<file path="config.mk">
export PLATFORM = sky130hd
export DESIGN_NAME = ram_req_ctrl
export DESIGN_NICKNAME = d
export VERILOG_FILES = /design/src/rtl/ram_req_ctrl.sv
export SDC_FILE = /design/constraint.sdc
export NUM_CORES = 1
export LEC_CHECK = 0
export BUFFER_PORTS_ARGS = -buffer_cell sky130_fd_sc_hd__clkbuf_2
export CORE_MARGIN = 2
export CORE_UTILIZATION = 45
export CTS_BUF_LIST = sky130_fd_sc_hd__clkbuf_8 sky130_fd_sc_hd__clkbuf_16
export CTS_CLUSTER_SIZE = 14
export DETAILED_ROUTE_END_ITERATION = 12
export PLACE_DENSITY_LB_ADDON = 0.05
export RECOVER_POWER = 50
export SETUP_SLACK_MARGIN = 0.5
export SYNTH_ARGS = -nofsm -noshare
export SYNTH_HDL_FRONTEND = slang
export SYNTH_SLANG_ARGS = --single-unit
</file>
<file path="constraint.sdc">
create_clock -name clk -period 2.1 [get_ports clk]
set_input_delay 0.315 -clock clk [delete_from_list [all_inputs] [get_ports clk]]
set_output_delay 0.315 -clock clk [all_outputs]
set_load 0.02 [all_outputs]
</file>
<file path="src/rtl/ram_req_ctrl.sv">
// Burst request sequencer in front of a single-port RAM with registered read data.
// Streams write beats straight into the RAM and returns read beats on a backpressured port.
module ram_req_ctrl #(
    parameter int ADDR_W = 3,
    parameter int DATA_W = 8
) (
    input  logic              clk,
    input  logic              rst_n,
    input  logic              cmd_valid,
    output logic              cmd_ready,
    input  logic              cmd_wr,
    input  logic [ADDR_W-1:0] cmd_addr,
    input  logic [ADDR_W-1:0] cmd_len,
    input  logic              wdata_valid,
    output logic              wdata_ready,
    input  logic [DATA_W-1:0] wdata,
    output logic              rsp_valid,
    input  logic              rsp_ready,
    output logic [DATA_W-1:0] rsp_data,
    output logic              rsp_last,
    output logic              busy,
    output logic              ram_we,
    output logic [ADDR_W-1:0] ram_addr,
    output logic [DATA_W-1:0] ram_din,
    input  logic [DATA_W-1:0] ram_dout
);

    // Handshakes: a transfer happens on a rising edge where valid and ready are both high;
    // a producer holds its payload stable while valid is high and ready is low.

    typedef enum logic [2:0] {
        IDLE     = 3'd0,
        WR       = 3'd1,
        RD_ISSUE = 3'd2,
        RD_CAP   = 3'd3,
        RD_RSP   = 3'd4
    } state_t;

    state_t              state_q, state_d;
    logic [ADDR_W-1:0]   addr_q, addr_d;
    logic [ADDR_W-1:0]   cnt_q, cnt_d;
    logic                rsp_valid_q, rsp_valid_d;
    logic                rsp_last_q, rsp_last_d;
    logic [DATA_W-1:0]   rsp_data_q, rsp_data_d;

    always_comb begin
        state_d     = state_q;
        addr_d      = addr_q;
        cnt_d       = cnt_q;
        rsp_valid_d = rsp_valid_q;
        rsp_last_d  = rsp_last_q;
        rsp_data_d  = rsp_data_q;
        case (state_q)
            IDLE: begin
                if (cmd_valid) begin
                    addr_d  = cmd_addr;
                    cnt_d   = cmd_len;
                    state_d = cmd_wr ? WR : RD_ISSUE;
                end
            end
            WR: begin
                if (wdata_valid) begin
                    addr_d = addr_q + ADDR_W'(1);
                    if (cnt_q == '0) begin
                        state_d = IDLE;
                    end else begin
                        cnt_d = cnt_q - ADDR_W'(1);
                    end
                end
            end
            RD_ISSUE: begin
                state_d = RD_CAP;
            end
            RD_CAP: begin
                // RAM dout now reflects the address presented during RD_ISSUE
                rsp_data_d  = ram_dout;
                rsp_valid_d = 1'b1;
                rsp_last_d  = (cnt_q == '0);
                state_d     = RD_RSP;
            end
            RD_RSP: begin
                if (rsp_valid_q && rsp_ready) begin
                    rsp_valid_d = 1'b0;
                    if (cnt_q == '0) begin
                        state_d = IDLE;
                    end else begin
                        addr_d  = addr_q + ADDR_W'(1);
                        cnt_d   = cnt_q - ADDR_W'(1);
                        state_d = RD_ISSUE;
                    end
                end
            end
            default: begin
                state_d = IDLE;
            end
        endcase
    end

    always_ff @(posedge clk) begin
        if (!rst_n) begin
            state_q     <= IDLE;
            addr_q      <= '0;
            cnt_q       <= '0;
            rsp_valid_q <= 1'b0;
            rsp_last_q  <= 1'b0;
            rsp_data_q  <= '0;
        end else begin
            state_q     <= state_d;
            addr_q      <= addr_d;
            cnt_q       <= cnt_d;
            rsp_valid_q <= rsp_valid_d;
            rsp_last_q  <= rsp_last_d;
            rsp_data_q  <= rsp_data_d;
        end
    end

    // Write enable is gated by rst_n so a reset landing mid-burst cannot commit a beat.
    assign ram_we      = (state_q == WR) && wdata_valid && rst_n;
    assign ram_addr    = addr_q;
    assign ram_din     = wdata;
    assign cmd_ready   = (state_q == IDLE);
    assign wdata_ready = (state_q == WR);
    assign busy        = (state_q != IDLE);
    assign rsp_valid   = rsp_valid_q;
    assign rsp_last    = rsp_last_q;
    assign rsp_data    = rsp_data_q;

endmodule
</file>
==> results.json, run 1 <==
{
  "crit_fanout": 5,
  "grt_pass1_vias": 939,
  "run_status": "finished clean",
  "final-hold-violation-count": 0,
  "antenna_cells": 0,
  "rows": 18,
  "clock_skew_ns": 0.00213,
  "core_sq_mm": 0.00241,
  "path_cells": "buf_6, nor3b_4, and3_4, buf_6",
  "max_slew.worst_pin.slew_ns": 0.376,
  "clk_path_buf_depth": 2,
  "ys.flop_type": "dfxtp_1",
  "crit_buf_inv": 2,
  "hpwl_um": 1720,
  "synthToLayoutAreaGrowth_pct": 24.9,
  "p_leak_nw": 0.591,
  "htree_levels": 1,
  "cts.clk_slew.worst_paths_ns": 0.07,
  "clock.fmax_mhz": 611,
  "fin_crit_sh_pct": 78.0,
  "fill_cells": 239,
  "maxCapViolCount": 0,
  "power.density_mw_per_mm2": 879,
  "slew_headroom_pct": 75.0,
  "cpMaxStageDelayCell": "dfxtp_4",
  "max_stage_delay_ns": 0.37,
  "drtIter0Drc": 14,
  "track_usage_pct": 19.1,
  "drc": 0,
  "synth_top_area_cell": "dfxtp_1",
  "drt_pass1_iterations": 4,
  "grt.overflow.total": 0,
  "ios": 53,
  "drv_slew": 0,
  "die_w_um": 53.9,
  "viasPerCell": 5.24,
  "cp_data_arrival_time_ns": 1.32,
  "worstSetupStartpointType": "register",
  "synth_most_common_cell": "nand2_1",
  "synth_area_sq_mm": 0.00112,
  "synth_cell_types": 36,
  "hold_buffers": 0,
  "clock-sinks": 19,
  "drive_above_1_share_pct": 32.0,
  "grt_antenna_before_repair": 0,
  "ys_top_cells_by_area": "dfxtp_1, nand2_1, buf_4, nor2_1, nand3_1",
  "cts-root-buf": "clkbuf_8",
  "synth_cells": 140,
  "die_area_sq_mm": 0.00290,
  "yosysWarnings": 0,
  "required_ns": 1.78,
  "synth_async_sr_flop_share_pct": 0,
  "ys_seq_area_share_pct": 34.0,
  "start_util_pct": 46.4,
  "gp_congestion": 0.794,
  "fin_util_pct": 58.0,
  "synth.avg_cell_area_sq_um": 7.99,
  "hp-class": "input pin to register",
  "finalWorstPathRequiredPeriod_ns": 1.64,
  "io_buffer_count": 36,
  "postRouteWirelength_um": 2470,
  "path_delay_family": "simple AND/OR/NAND/NOR gates",
  "syn_nets": 171,
  "critPathKind": "register to output pin",
  "numCtsBuffers": 3,
  "synth_top_area_share_pct": 34.0,
  "worstSkewPairLatency_ns": 0.26,
  "grt_first_pass_wirelength_um": 4110,
  "vdd_drop_max_uv": 496,
  "die_h_um": 53.9,
  "synth_edf_count": 0,
  "crit_top_cell": "buf_6",
  "ant_nets": 0,
  "grt_max_degree": 16,
  "dr_total_vias": 1058,
  "rsz0062_at_grt": "true",
  "final-setup-viol-count": 0,
  "tns_ns": 0,
  "routedWlPerCell_um": 12.2,
  "worst_setup_path_end_kind": "output pin",
  "cts_tree": "yes",
  "netlist_top_cells_count": "nand2_1, dfxtp_1, nor2_1",
  "fin_nets": 204,
  "ys_ff_latch": 19
}
==> path summary, 6_finish.rpt <==
kind	from	endpoint	slack, ns	cells after the start
worst min-delay path	ram_dout[5]	rsp_data[5]	0.29	3
worst min register to register	rsp_data[1]	rsp_data[1]	0.46	2
worst max-delay path	state_q[2]	ram_we	0.46	4
worst max register to register	state_q[2]	ram_addr[0]	0.56	5
==> through the flow <==
| stage | setup slack [ns] | area (sq um) | total power, mW | std cells | hold slack, ns |
|---|---|---|---|---|---|
| detailed placement | 0.385 | 1250 | 0.902 | 192 | 0.450 |
| CTS | 0.476 | 1350 | 1.19 | 199 | 0.297 |
| floorplan | 0.544 | 1130 | 0.826 | 140 | 0.468 |
| global placement | 0.404 | 1250 | 0.897 | 192 | 0.443 |
| finish | 0.463 | 1400 | 1.23 | 202 | 0.294 |
| global route | 0.435 | 1400 | 1.32 | 202 | 0.309 |
==> kinds of logic (layout without fill, tap and decap cells) <==
logic type               count (synthesis)  in the layout  synth area share [%]
multiplexers                             2              2                  2.24
AND/OR/NAND/NOR                         62             62                  26.5
buffers and inverters                   22             54                  12.1
AO/OA/AOI/OAI                           31             31                  20.4
XOR/XNOR                                 1              1                  1.45
flip-flops                              19             19                  34.0
adder cells (fa/ha/maj)                  3              3                  3.36
==> power by group <==
group	internal, mW	leakage (nW)	switching, mW	total [mW]
clock	0.132	0.0255	0.126	0.258
sequential	0.408	0.157	0.0508	0.459
combinational	0.230	0.409	0.281	0.511
total	0.770	0.591	0.458	1.23
==> flip-flops by register name (all words and copies together) (netlist names) <==
| name | flops |
|---|---|
| rsp_last | 1 |
| rsp_valid | 1 |
| ram_addr | 3 |
| state_q | 3 |
| cnt_q | 3 |
| rsp_data | 8 |
==> tightest hold or removal path: cells and delay by family <==
family          cells  cell delay (ns)
compound gates      1             0.06
buf+inv             1             0.08
simple gates        1             0.05
==> layer usage <==
| metal | share of wire [%] | vias up | GRT usage, % | routed length [um] |
|---|---|---|---|---|
| met5 | 0 | - | 0 | 0 |
| met4 | 0.65 | 0 | 5.13 | 16 |
| li1 | - | 535 | - | - |
| met1 | 44 | 487 | 24.6 | 1090 |
| met3 | 5.9 | 3 | 4.44 | 146 |
| met2 | 49 | 33 | 31.9 | 1220 |
==> cell usage in the layout (no fill, tap or decap), types with 2 or more instances in the layout <==
cell type,netlist,final
clkbuf_2,0,22
nand2_1,22,21
dfxtp_1,19,14
clkbuf_1,3,14
nor2_1,11,11
nand3_1,8,8
a21oi_1,7,7
a21boi_0,5,5
buf_4,9,5
inv_1,5,4
dfxtp_2,0,4
buf_6,2,4
nor2b_1,4,3
nand2b_1,3,3
o21ai_0,5,3
nand3b_1,3,3
clkbuf_8,0,3
and3_1,3,2
nor3_1,3,2
a211oi_2,3,2
a21o_1,2,2
o21ai_1,0,2
a21boi_1,2,2
ha_1,3,2
==> final cells by class <==
cell class / instances / area [sq um] / share of cell area, %
clock inverters: 1 / 5.00 / 0.358
repair buffers: 45 / 245 / 17.5
flip-flops and latches: 19 / 389 / 27.8
well taps: 30 / 37.5 / 2.69
multi-input cells: 99 / 661 / 47.3
clock buffers: 3 / 41.3 / 2.95
inverters: 5 / 18.8 / 1.34
==> repair_timing <==
item,in CTS,in global routing
buffers inserted,3,3
pin swaps,2,5
resized for setup,11,14
endpoints found under the setup margin,9,10
Note: power is estimated with default switching activity, not from simulation.
==> inputs of run 2 (changes only) <==
--- a/config.mk
+++ b/config.mk
@@ -5,9 +5,10 @@
 export SDC_FILE = /design/constraint.sdc
 export NUM_CORES = 1
 export LEC_CHECK = 0
+export ABC_AREA = 1
 export BUFFER_PORTS_ARGS = -buffer_cell sky130_fd_sc_hd__clkbuf_2
 export CORE_MARGIN = 2
-export CORE_UTILIZATION = 45
+export CORE_UTILIZATION = 44
 export CTS_BUF_LIST = sky130_fd_sc_hd__clkbuf_8 sky130_fd_sc_hd__clkbuf_16
 export CTS_CLUSTER_SIZE = 14
 export DETAILED_ROUTE_END_ITERATION = 12
==> constraint.sdc (replaced) <==
create_clock -name clk -period 1.6 [get_ports clk]
set_input_delay 0.24 -clock clk [delete_from_list [all_inputs] [get_ports clk]]
set_output_delay 0.24 -clock clk [all_outputs]
set_load 0.02 [all_outputs]
==> results.json, run 2 <==
{
  "ys.flop_type": "dfxtp_1",
  "cts-root-buf": "clkbuf_8",
  "core_sq_mm": 0.00219,
  "pwr-share-comb_pct": 57.3,
  "htree_levels": 1,
  "r2r_setup_slack_ns": 0.26,
  "rows": 17,
  "dr_total_vias": 1197,
  "postRouteWirelength_um": 3440,
  "grt_antenna_before_repair": 0,
  "fin_crit_sh_pct": 86.3,
  "gp_congestion": 0.933,
  "power.switching_mw": 1.03,
  "io_buffer_count": 36,
  "largest_reg_flops": 8,
  "worstSkewPairLatency_ns": 0.26,
  "grt.overflow.total": 0,
  "ys_ff_latch": 19,
  "fin_util_pct": 78.5,
  "layout_commonest_cell": "nor2_1",
  "maxCapViolCount": 0,
  "synth_cells": 155,
  "tns_ns": 0,
  "worstReg2RegEnd": "cnt_q[0]",
  "netlist_top_cells_count": "nor2_1, nand2_1, dfxtp_1",
  "synth_cell_types": 18,
  "final_cell_mix": "nor2_1, nand2_1, clkbuf_2",
  "hold_buffers": 0,
  "hp-class": "input pin to register",
  "drv_slew": 0,
  "seqPwrFrac_pct": 28.0,
  "power_switching_share_pct": 43.8,
  "synthToLayoutAreaGrowth_pct": 68.8,
  "slew_headroom_pct": 82.9,
  "synth_top_area_cell": "dfxtp_1",
  "start_util_pct": 46.5,
  "crit_fanout": 4,
  "rsz0062_at_grt": "true",
  "clock_skew_ns": 0.00181,
  "min_to": "rsp_data[4]",
  "drive_above_1_share_pct": 48.1,
  "synth_area_sq_mm": 0.00102,
  "antenna_cells": 0,
  "critPathKind": "register to output pin",
  "run_status": "finished clean",
  "die_w_um": 52.1,
  "synth_top_area_share_pct": 37.3,
  "grt_max_degree": 16,
  "die_h_um": 52.1,
  "required_ns": 1.36,
  "cts.clk_slew.worst_paths_ns": 0.08,
  "clock.fmax_mhz": 724,
  "worstSetupStartpointType": "register",
  "final-setup-viol-count": 0,
  "synth_async_sr_flop_share_pct": 0,
  "ant_nets": 0,
  "syn_nets": 186,
  "fin_ws_ns": 0.219,
  "rr_worst_depth": 10,
  "numCtsBuffers": 3,
  "dp_slack_ns": 0.357,
  "viasPerCell": 5.12,
  "final-hold-violation-count": 0,
  "synth.avg_cell_area_sq_um": 6.57,
  "track_usage_pct": 25.0,
  "p_int_mw": 1.32,
  "cts_tree": "yes",
  "power.density_mw_per_mm2": 1370,
  "clock_power_share_pct": 14.7,
  "yosysWarnings": 0,
  "synth_edf_count": 0,
  "max_slew.worst_pin.slew_ns": 0.258,
  "ys_top_cells_by_area": "dfxtp_1, nor2_1, nand2_1, o21ai_0, inv_1",
  "drc": 0,
  "worst_setup_path_end_kind": "output pin",
  "r2r_start": "state_q[1]",
  "drtIter0Drc": 15,
  "synth_most_common_cell": "nor2_1",
  "clk_path_buf_depth": 2,
  "fin_nets": 238,
  "finalWorstPathRequiredPeriod_ns": 1.38,
  "vdd_drop_max_uv": 957,
  "holdPathStages": 3,
  "hpwl_um": 1840,
  "p_leak_nw": 0.788,
  "routedWlPerCell_um": 14.7,
  "grt_first_pass_wirelength_um": 4990,
  "ios": 53,
  "clock-sinks": 19,
  "cp_data_arrival_time_ns": 1.14,
  "die_area_sq_mm": 0.00272,
  "min_from": "ram_dout[4]",
  "drt_pass1_iterations": 4,
  "grt_pass1_vias": 1102,
  "ys_seq_area_share_pct": 37.3
}
run 2: changes by cell type in the layout (fill, tap and decap cells not counted), sizes merged, moves of 7 or more:
cell,before,now
nor2,12,33
o21ai,5,18
nand2,22,33
inv,5,19
a21boi,7,0
buf,9,21
run 2: cells by family (layout without fill, tap and decap cells):
kind of cell,Yosys count,in the layout,synth area share [%]
flops,19,19,37.3
simple gates,76,77,30.3
buf+inv,29,79,13.6
fa+ha+maj,3,3,3.69
xor+xnor,2,2,1.72
compound gates,26,26,13.3
run 2: metrics by stage:
stage,hold slack [ns],instance area (sq um),std cells,total power [mW]
floorplan,0.375,1090,155,1.29
global placement,0.464,1250,211,1.45
detailed placement,0.476,1250,211,1.47
CTS,0.227,1590,229,2.11
global route,0.231,1720,234,2.48
finish,0.206,1720,234,2.35
run 2: worst max-delay path: stages, from the launching register on:
cell,delay (ns)
dfxtp_4,0.37
nor2_4,0.15
nand2_4,0.08
nor3_4,0.11
clkbuf_8,0.16
run 2: how the worst max path moves through the flow:
| stage | cells after the start | end | slack (ns) | start |
|---|---|---|---|---|
| 5_1_grt | 10 | cnt_q[1] | 0.17 | state_q[1] |
| 6_report | 4 | ram_we | 0.22 | state_q[2] |
| 2_1_floorplan | 10 | cnt_q[0] | 0.47 | cnt_q[1] |
| 3_3_place_gp | 5 | rsp_last | 0.37 | state_q[2] |
| 4_1_cts | 4 | ram_we | 0.25 | state_q[1] |
| 3_5_place_dp | 5 | rsp_last | 0.36 | state_q[2] |
run 2: layout make-up:
type                            count  area [sq um]
Clock buffer                        3          41.3
Fill cell                         147           472
Tap cell                           28          35.0
Timing Repair Buffer               56           403
Inverter                           19          78.8
Sequential cell                    19           397
Clock inverter                      1          5.00
Multi-Input combinational cell    108           759
run 2: per-layer routing:
layer | vias up | share of wire [%] | global-route usage [%]
li1 | 587 | - | -
met1 | 553 | 41 | 27.9
met2 | 55 | 52 | 46.6
met3 | 2 | 6.3 | 6.32
met4 | 0 | 0.46 | 6.14
met5 | - | 0 | 0
run 2: power by group through the flow:
| stage | registers (mW) | clock network, mW | logic (mW) |
|---|---|---|---|
| 3_3_place_gp | 0.648 | 0 | 0.803 |
| 6_report | 0.659 | 0.345 | 1.35 |
| 5_1_grt | 0.667 | 0.371 | 1.44 |
| 3_5_place_dp | 0.654 | 0 | 0.814 |
| 2_1_floorplan | 0.691 | 0 | 0.599 |
| 4_1_cts | 0.649 | 0.339 | 1.12 |
run 2: timing repair:
| action | 4_1_cts | 5_1_grt |
|---|---|---|
| resized for setup | 50 | 30 |
| endpoints found under the setup margin | 21 | 24 |
| pin swaps | 17 | 9 |
| buffers inserted | 13 | 4 |
| cloned | 1 | 1 |
==> inputs of run 3 (changes only) <==
--- a/config.mk
+++ b/config.mk
@@ -8,8 +8,8 @@
 export ABC_AREA = 1
 export BUFFER_PORTS_ARGS = -buffer_cell sky130_fd_sc_hd__clkbuf_2
 export CORE_MARGIN = 2
-export CORE_UTILIZATION = 44
-export CTS_BUF_LIST = sky130_fd_sc_hd__clkbuf_8 sky130_fd_sc_hd__clkbuf_16
+export CORE_UTILIZATION = 46
+export CTS_BUF_LIST = sky130_fd_sc_hd__clkbuf_2 sky130_fd_sc_hd__clkbuf_4 sky130_fd_sc_hd__clkbuf_8
 export CTS_CLUSTER_SIZE = 14
 export DETAILED_ROUTE_END_ITERATION = 12
 export PLACE_DENSITY_LB_ADDON = 0.05
==> results.json, run 3 (same netlist as run 2, synthesis figures left out) <==
{
  "run_status": "finished clean",
  "viasPerCell": 5.40,
  "grt.overflow.total": 0,
  "fin_nets": 239,
  "worstSkewPairLatency_ns": 0.30,
  "track_usage_pct": 25.5,
  "final_cell_mix": "nor2_1, nand2_1, clkbuf_2",
  "dr_total_vias": 1268,
  "final-setup-viol-count": 0,
  "clock_skew_ns": 0.00139,
  "core_sq_mm": 0.00215,
  "fin_crit_sh_pct": 91.9,
  "routedWlPerCell_um": 16.5,
  "ios": 53,
  "gp_congestion": 0.832,
  "cts_tree": "yes",
  "drtIter0Drc": 43,
  "numCtsBuffers": 3,
  "cp_data_arrival_time_ns": 1.23,
  "p_leak_nw": 0.803,
  "clock.fmax_mhz": 680,
  "tns_ns": 0,
  "cts.clk_slew.worst_paths_ns": 0.11,
  "hpwl_um": 1880,
  "die_h_um": 51.1,
  "maxCapViolCount": 0,
  "ant_nets": 0,
  "grt_first_pass_wirelength_um": 5020,
  "htree_levels": 1,
  "grt_max_degree": 16,
  "drive_above_1_share_pct": 55.1,
  "rsz0062_at_grt": "true",
  "synthToLayoutAreaGrowth_pct": 72.9,
  "whs_ns": 0.173,
  "largest_reg_flops": 8,
  "drv_slew": 0,
  "power.density_mw_per_mm2": 1290,
  "worst_setup_path_end_kind": "output pin",
  "hp-class": "input pin to register",
  "drc": 0,
  "io_buffer_count": 36,
  "crit_fanout": 3,
  "clk_path_buf_depth": 2,
  "final-hold-violation-count": 0,
  "worstSetupStartpointType": "register",
  "rows": 17,
  "die_area_sq_mm": 0.00261,
  "die_w_um": 51.1,
  "finalWorstPathRequiredPeriod_ns": 1.47,
  "drt_pass1_iterations": 4,
  "required_ns": 1.36,
  "layout_commonest_cell": "nor2_1",
  "critPathKind": "register to output pin",
  "max_slew.worst_pin.slew_ns": 0.303,
  "grt_antenna_before_repair": 0,
  "start_util_pct": 47.4,
  "clock-sinks": 19,
  "grt_pass1_vias": 1167,
  "antenna_cells": 0,
  "slew_headroom_pct": 79.6,
  "postRouteWirelength_um": 3880,
  "cts-root-buf": "clkbuf_4",
  "vdd_drop_max_uv": 837
}
run 3: cell types whose count changed in the layout (fill, tap and decap cells not counted), moves of 3 or more:
cell / before / now
nor2_1: 27 / 24
clkbuf_4: 0 / 4
o21ai_1: 6 / 1
o21ai_2: 4 / 9
run 3: final timing paths:
kind | startpoint | end | slack [ns] | depth (start not counted)
setup / recovery | state_q[2] | ram_we | 0.13 | 4
hold / removal | ram_dout[4] | rsp_data[4] | 0.17 | 3
hold reg to reg | rsp_data[7] | rsp_data[7] | 0.49 | 2
setup reg to reg | state_q[1] | cnt_q[1] | 0.19 | 11
run 3: timing repair:
item | in CTS | in global routing
cloned | 2 | 1
hold buffers | 0 | 0
pin swaps | 13 | 9
resized for setup | 62 | 43
endpoints found under the setup margin | 25 | 27
hold endpoints to repair | 0 | 0
setup buffers | 7 | 10
run 3: cell type report:
cell class	count	area (sq um)
Tap cell	28	35.0
Inverter	19	77.6
Clock buffer	4	30.0
Timing Repair inverter	1	8.76
Fill cell	134	388
Timing Repair Buffer	56	412
Sequential cell	19	398
Multi-Input combinational cell	108	800
run 3: stage by stage:
stage | util [%] | setup slack (ns) | power, mW | instances | instance area, sq um
finish | 81.9 | 0.129 | 2.27 | 235 | 1760
global route | 81.9 | 0.100 | 2.40 | 235 | 1760
CTS | 73.4 | 0.174 | 2.00 | 224 | 1580
detailed placement | 58.4 | 0.325 | 1.46 | 211 | 1250
global placement | 58.4 | 0.361 | 1.44 | 211 | 1250
floorplan | - | 0.472 | 1.29 | 155 | 1090
run 3: critical path, stage by stage, from the launching register on:
cell and delay (ns):
dfxtp_4 0.38, nor2_4 0.16, nand2_4 0.09, nor3_4 0.13, clkbuf_8 0.17
run 3: report_power, final:
part | internal [mW] | switching [mW] | total [mW]
registers | 0.568 | 0.0924 | 0.660
logic | 0.562 | 0.784 | 1.35
clock network | 0.114 | 0.150 | 0.264
total | 1.24 | 1.03 | 2.27
run 3: routing by layer:
layer | vias to the layer above | global-route usage [%] | part of all wire (%)
met1 | 595 | 27.8 | 37
li1 | 588 | - | -
met3 | 20 | 4.97 | 5.7
met4 | 0 | 12.6 | 4.9
met2 | 65 | 46.5 | 52
met5 | - | 0 | 0
